## config.mk

```make
export PLATFORM = sky130hd
export DESIGN_NAME = mem_arbiter
export DESIGN_NICKNAME = d
export VERILOG_FILES = /design/src/rtl/mem_arbiter.sv
export SDC_FILE = /design/constraint.sdc
export NUM_CORES = 1
export LEC_CHECK = 0
export BUFFER_PORTS_ARGS = -buffer_cell sky130_fd_sc_hd__buf_4
export CORE_ASPECT_RATIO = 0.6
export CORE_UTILIZATION = 48
export CTS_CLUSTER_DIAMETER = 40
export DETAILED_ROUTE_END_ITERATION = 7
export GPL_TIMING_DRIVEN = 0
export MAX_ROUTING_LAYER = met4
export PLACE_DENSITY = 0.79
export SLEW_MARGIN = 20
export SYNTH_ARGS = -nofsm -noshare
export SYNTH_HDL_FRONTEND = slang
export SYNTH_SLANG_ARGS = --single-unit
```

## constraint.sdc

```tcl
create_clock -name clk -period 2.1 [get_ports clk]
set_clock_uncertainty 0.1 [all_clocks]
set_input_delay 0.315 -clock clk [delete_from_list [all_inputs] [get_ports clk]]
set_output_delay 0.315 -clock clk [all_outputs]
set_load 0.1 [all_outputs]
```

## src/rtl/mem_arbiter.sv

```systemverilog
// Arbitrates one unified memory port between instruction fetch and data access.
// The data side has fixed priority. A watchdog aborts any transaction the memory never acknowledges.
module mem_arbiter #(
   parameter int ADDR_W  = 16,
   parameter int DATA_W  = 16,
   parameter int TIMEOUT = 64
) (
   input  logic              clk,
   input  logic              rst_n,
   input  logic              i_req,
   input  logic [ADDR_W-1:0] i_addr,
   input  logic              i_cancel,
   output logic [DATA_W-1:0] i_rdata,
   output logic              i_ready,
   output logic              i_stall,
   input  logic              d_re,
   input  logic              d_we,
   input  logic [ADDR_W-1:0] d_addr,
   input  logic [DATA_W-1:0] d_wdata,
   output logic [DATA_W-1:0] d_rdata,
   output logic              d_ready,
   output logic              d_stall,
   output logic [ADDR_W-1:0] mem_addr,
   output logic [DATA_W-1:0] mem_wdata,
   output logic              mem_re,
   output logic              mem_we,
   input  logic [DATA_W-1:0] mem_rdata,
   input  logic              mem_rdy,
   output logic              err
);

   typedef enum logic [1:0] {IDLE, I_WAIT, D_WAIT} state_t;

   localparam int               CNT_W   = $clog2(TIMEOUT);
   localparam logic [CNT_W-1:0] CNT_MAX = CNT_W'(TIMEOUT - 1);

   state_t            state_q, state_d;
   logic [ADDR_W-1:0] mem_addr_q, mem_addr_d;
   logic [DATA_W-1:0] mem_wdata_q, mem_wdata_d;
   logic [DATA_W-1:0] i_rdata_q, i_rdata_d;
   logic [DATA_W-1:0] d_rdata_q, d_rdata_d;
   logic              mem_re_q, mem_re_d, mem_we_q, mem_we_d;
   logic              i_ready_q, i_ready_d, d_ready_q, d_ready_d;
   logic              err_q, err_d;
   logic              discard_q, discard_d;
   logic              write_q, write_d;
   logic [CNT_W-1:0]  wd_cnt_q, wd_cnt_d;

   logic              d_req;
   logic              grant_ok;
   logic              expired;
   logic              finish;
   logic [DATA_W-1:0] resp_data;

   assign d_req     = d_re | d_we;
   // A requester still holds its level request in its ready cycle; never re-grant it then.
   assign grant_ok  = ~(i_ready_q | d_ready_q);
   assign expired   = ~mem_rdy & (wd_cnt_q == CNT_MAX);
   assign finish    = mem_rdy | expired;
   assign resp_data = mem_rdy ? mem_rdata : '1;

   assign i_stall   = i_req & ~i_ready_q;
   assign d_stall   = d_req & ~d_ready_q;

   // NOTE: every _d gets a default before the case so no path leaves a signal unassigned (no latches).
   always_comb begin
      state_d     = state_q;
      mem_addr_d  = mem_addr_q;
      mem_wdata_d = mem_wdata_q;
      i_rdata_d   = i_rdata_q;
      d_rdata_d   = d_rdata_q;
      err_d       = err_q;
      discard_d   = discard_q;
      write_d     = write_q;
      wd_cnt_d    = wd_cnt_q;
      mem_re_d    = 1'b0;
      mem_we_d    = 1'b0;
      i_ready_d   = 1'b0;
      d_ready_d   = 1'b0;

      unique case (state_q)
         IDLE: begin
            discard_d = 1'b0;
            if (grant_ok && d_req) begin
               mem_addr_d = d_addr;
               write_d    = d_we;
               wd_cnt_d   = '0;
               state_d    = D_WAIT;
               if (d_we) begin
                  mem_we_d    = 1'b1;
                  mem_wdata_d = d_wdata;
               end else begin
                  mem_re_d = 1'b1;
               end
            end else if (grant_ok && i_req && !i_cancel) begin
               mem_addr_d = i_addr;
               mem_re_d   = 1'b1;
               wd_cnt_d   = '0;
               state_d    = I_WAIT;
            end
         end

         I_WAIT: begin
            wd_cnt_d = wd_cnt_q + 1'b1;
            if (i_cancel) discard_d = 1'b1;
            if (finish) begin
               state_d   = IDLE;
               discard_d = 1'b0;
               err_d     = err_q | expired;
               // A flush on the completing edge also drops the response.
               if (!(discard_q || i_cancel)) begin
                  i_rdata_d = resp_data;
                  i_ready_d = 1'b1;
               end
            end
         end

         D_WAIT: begin
            wd_cnt_d = wd_cnt_q + 1'b1;
            if (finish) begin
               state_d   = IDLE;
               err_d     = err_q | expired;
               d_ready_d = 1'b1;
               // Writes keep d_rdata on a normal ack; an abort always reports all ones.
               if (!write_q || expired) d_rdata_d = resp_data;
            end
         end

         default: state_d = IDLE;
      endcase
   end

   // NOTE: state registers use non-blocking assignments so all flops update from pre-edge values.
   always_ff @(posedge clk or negedge rst_n) begin
      if (!rst_n) begin
         state_q     <= IDLE;
         mem_addr_q  <= '0;
         mem_wdata_q <= '0;
         i_rdata_q   <= '0;
         d_rdata_q   <= '0;
         mem_re_q    <= 1'b0;
         mem_we_q    <= 1'b0;
         i_ready_q   <= 1'b0;
         d_ready_q   <= 1'b0;
         err_q       <= 1'b0;
         discard_q   <= 1'b0;
         write_q     <= 1'b0;
         wd_cnt_q    <= '0;
      end else begin
         state_q     <= state_d;
         mem_addr_q  <= mem_addr_d;
         mem_wdata_q <= mem_wdata_d;
         i_rdata_q   <= i_rdata_d;
         d_rdata_q   <= d_rdata_d;
         mem_re_q    <= mem_re_d;
         mem_we_q    <= mem_we_d;
         i_ready_q   <= i_ready_d;
         d_ready_q   <= d_ready_d;
         err_q       <= err_d;
         discard_q   <= discard_d;
         write_q     <= write_d;
         wd_cnt_q    <= wd_cnt_d;
      end
   end

   assign mem_addr  = mem_addr_q;
   assign mem_wdata = mem_wdata_q;
   assign mem_re    = mem_re_q;
   assign mem_we    = mem_we_q;
   assign i_rdata   = i_rdata_q;
   assign i_ready   = i_ready_q;
   assign d_rdata   = d_rdata_q;
   assign d_ready   = d_ready_q;
   assign err       = err_q;

endmodule
```

==> summary.txt <==
reg-to-reg setup timing slack = 100 ps
Via-to-Cell Ratio = 5.52
status = finished clean
first-pass GRT wire length = 14.1 mm
Routability Congestion = 0.815
syn_area_per_cell = 12.5 sq um
synthesized area = 3560 sq um
kind of critical path = flop to flop
TritonCTS buffer count = 9
fin util = 0.724
ranking of synthesized cells by area = dfrtp_1 (56%), mux2i_1 (4.8%), a2bb2oi_2 (3.8%)
Critical Path Sink Type = flop
commonest non-fill, non-tap cells in the layout = buf_4 (142), dfrtp_1 (77), nand2_1 (23), mux2i_1 (17)
setup_tns = 0 ps
worst skew pair latency = 330 ps
drt first-iter violations = 225
register area share after synthesis = 0.556
max-slew violations = 0
Tightest Pin Transition = 984 ps
diode count = 0
Max Clk Rate = 500 MHz
top-area cell type share of the netlist area = 0.556
H-tree Lvls = 3
antenna violations before repair = 0
drc violations = 0
most common cell after layout, fill and taps aside = buf_4
Layout fillers = 472
Root Buffer = clkbuf_16
RSZ-0062 raised after global routing = false
Worst Path Max Fanout = 10
core area = 6910 sq um
required time of the critical path = 2210 ps
Synth Instances = 284
final setup vio count = 0
clock sink count = 79
routed wire length = 9.17 mm
synthesis-to-layout area growth = 40.7%
cell type with the largest total area after synthesis = dfrtp_1
Die X-Extent = 113 um
Post-DRT Antenna Nets = 0
Hold Crit Class = primary input to async pin
io pins = 142
hpwl dp = 6.74 mm
initial cell density of the core = 0.515
share of layout cells above drive strength 1 = 0.465
largest net degree at the start of global routing = 80
chip height = 68.7 um
post-cts hold buffer count = 0
clock transition at the registers of the reported paths = 60 ps
Synth Net Count = 359
worst-case clock buffer depth = 2
Distinct cells, synth = 50
Final min period = 2000 ps
Worst slew margin = 0.344
startpoint type of the worst setup path = flop
WL/cell = 17.4 um
TritonCTS clock tree = yes
crit path DAT = 2110 ps
Overflow after GRT = 0
Reg2Reg Capture Point = mem_wdata[12]$_DFFE_PN0P_
Reg2Reg Depth = 7
vias in the first global route = 2860
Post-CTS Resized = 0
Post-CTS Setup Inserts = 0
Max Cap Viol = 0
drt pass-1 iters = 4
register bit count reported by yosys = 79
Final Hold Vio Count = 0
GRT Overall Usage = 0.250
row count = 23
PortBufs = 140
vias = 2906
die area = 7770 sq um
Synthesis Warnings = 0
Tcrit/Tclk final = 0.953
Reg2Reg Launch Point = state_q[1]$_DFFE_PN0P_
fin nets = 510
sequential cells by signal, summed over array words and instances (netlist names), 2 cells and up:
register   flops
mem_wdata     16
mem_addr      16
wd_cnt_q       6
state_q        2
d_rdata       16
i_rdata       16
cell type report:
type / instances / area (sq um) / area share
clock inverter: 5 / 50.0 / 0.0100
timing repair buffer: 140 / 1050 / 0.210
clock buffer: 10 / 229 / 0.0458
inverter: 7 / 26.3 / 0.00525
sequential: 79 / 1980 / 0.396
buffer: 18 / 145 / 0.0290
multi-input combinational: 180 / 1410 / 0.283
tap: 87 / 109 / 0.0218
worst max path at each step:
stage | endpoint | from | slack [ps]
finish | mem_wdata[12]$_DFFE_PN0P_ | state_q[1]$_DFFE_PN0P_ | 100
global route | mem_wdata[12]$_DFFE_PN0P_ | state_q[0]$_DFFE_PN0P_ | 20
CTS | mem_wdata[12]$_DFFE_PN0P_ | state_q[1]$_DFFE_PN0P_ | 80
detailed placement | mem_wdata[12]$_DFFE_PN0P_ | state_q[1]$_DFFE_PN0P_ | 120
global placement | mem_wdata[9]$_DFFE_PN0P_ | state_q[1]$_DFFE_PN0P_ | 200
floorplan | d_stall | d_ready$_DFF_PN0_ | 190
metal layers:
layer	vias up	share of wire	GRT usage
met3	12	0.080	0.0682
met4	0	0.011	0.0822
li1	1356	-	-
met1	1400	0.44	0.319
met2	138	0.47	0.395
met5	-	0	-
logic make-up after synthesis:
kind of cell,after synthesis,share of synthesized area
buffers and inverters,25,0.0482
AO/OA/AOI/OAI,89,0.205
AND/OR/NAND/NOR,54,0.0781
flip-flops,79,0.556
adder cells (fa/ha/maj),4,0.0141
multiplexers,33,0.0985
per-stage QoR:
step	std cells	setup WS (ps)	cell area (sq um)	hold WS (ps)
2_1_floorplan	284	195	3560	-80.6
3_3_place_gp	511	203	4720	346
3_5_place_dp	511	121	4720	351
4_1_cts	526	84.9	5000	68.5
5_1_grt	526	19.3	5000	76.1
6_report	526	98.9	5000	18.4
worst max-delay path, stage by stage, from the launching register on:
cell and delay (ps):
dfrtp_1 410, inv_1 100, ha_1 140, buf_2 230, and3_1 200, buf_4 190, buf_6 180, mux2_1 340
cells in the mapped netlist, drive strengths merged:
master,instances
and3,3
nand3,5
o31a,1
o211ai,3
clkbuf,4
and2,2
a221o,2
nor3b,2
buf,14
nand2,23
o21a,2
ha,4
a21o,2
o221ai,1
o22ai,16
clkinv,1
or2,1
o21bai,1
o311ai,1
nand2b,2
and3b,1
a32o,2
mux2,16
a211oi,1
a21oi,2
o22a,16
inv,6
o32ai,1
mux2i,17
o2111ai,1
nor2,9
nor3,3
o21ai,21
nor2b,3
dfrtp,79
a2bb2oi,16
Power is not shown: default switching activity piles up to over one toggle a cycle in this logic, so the estimate is an artifact.
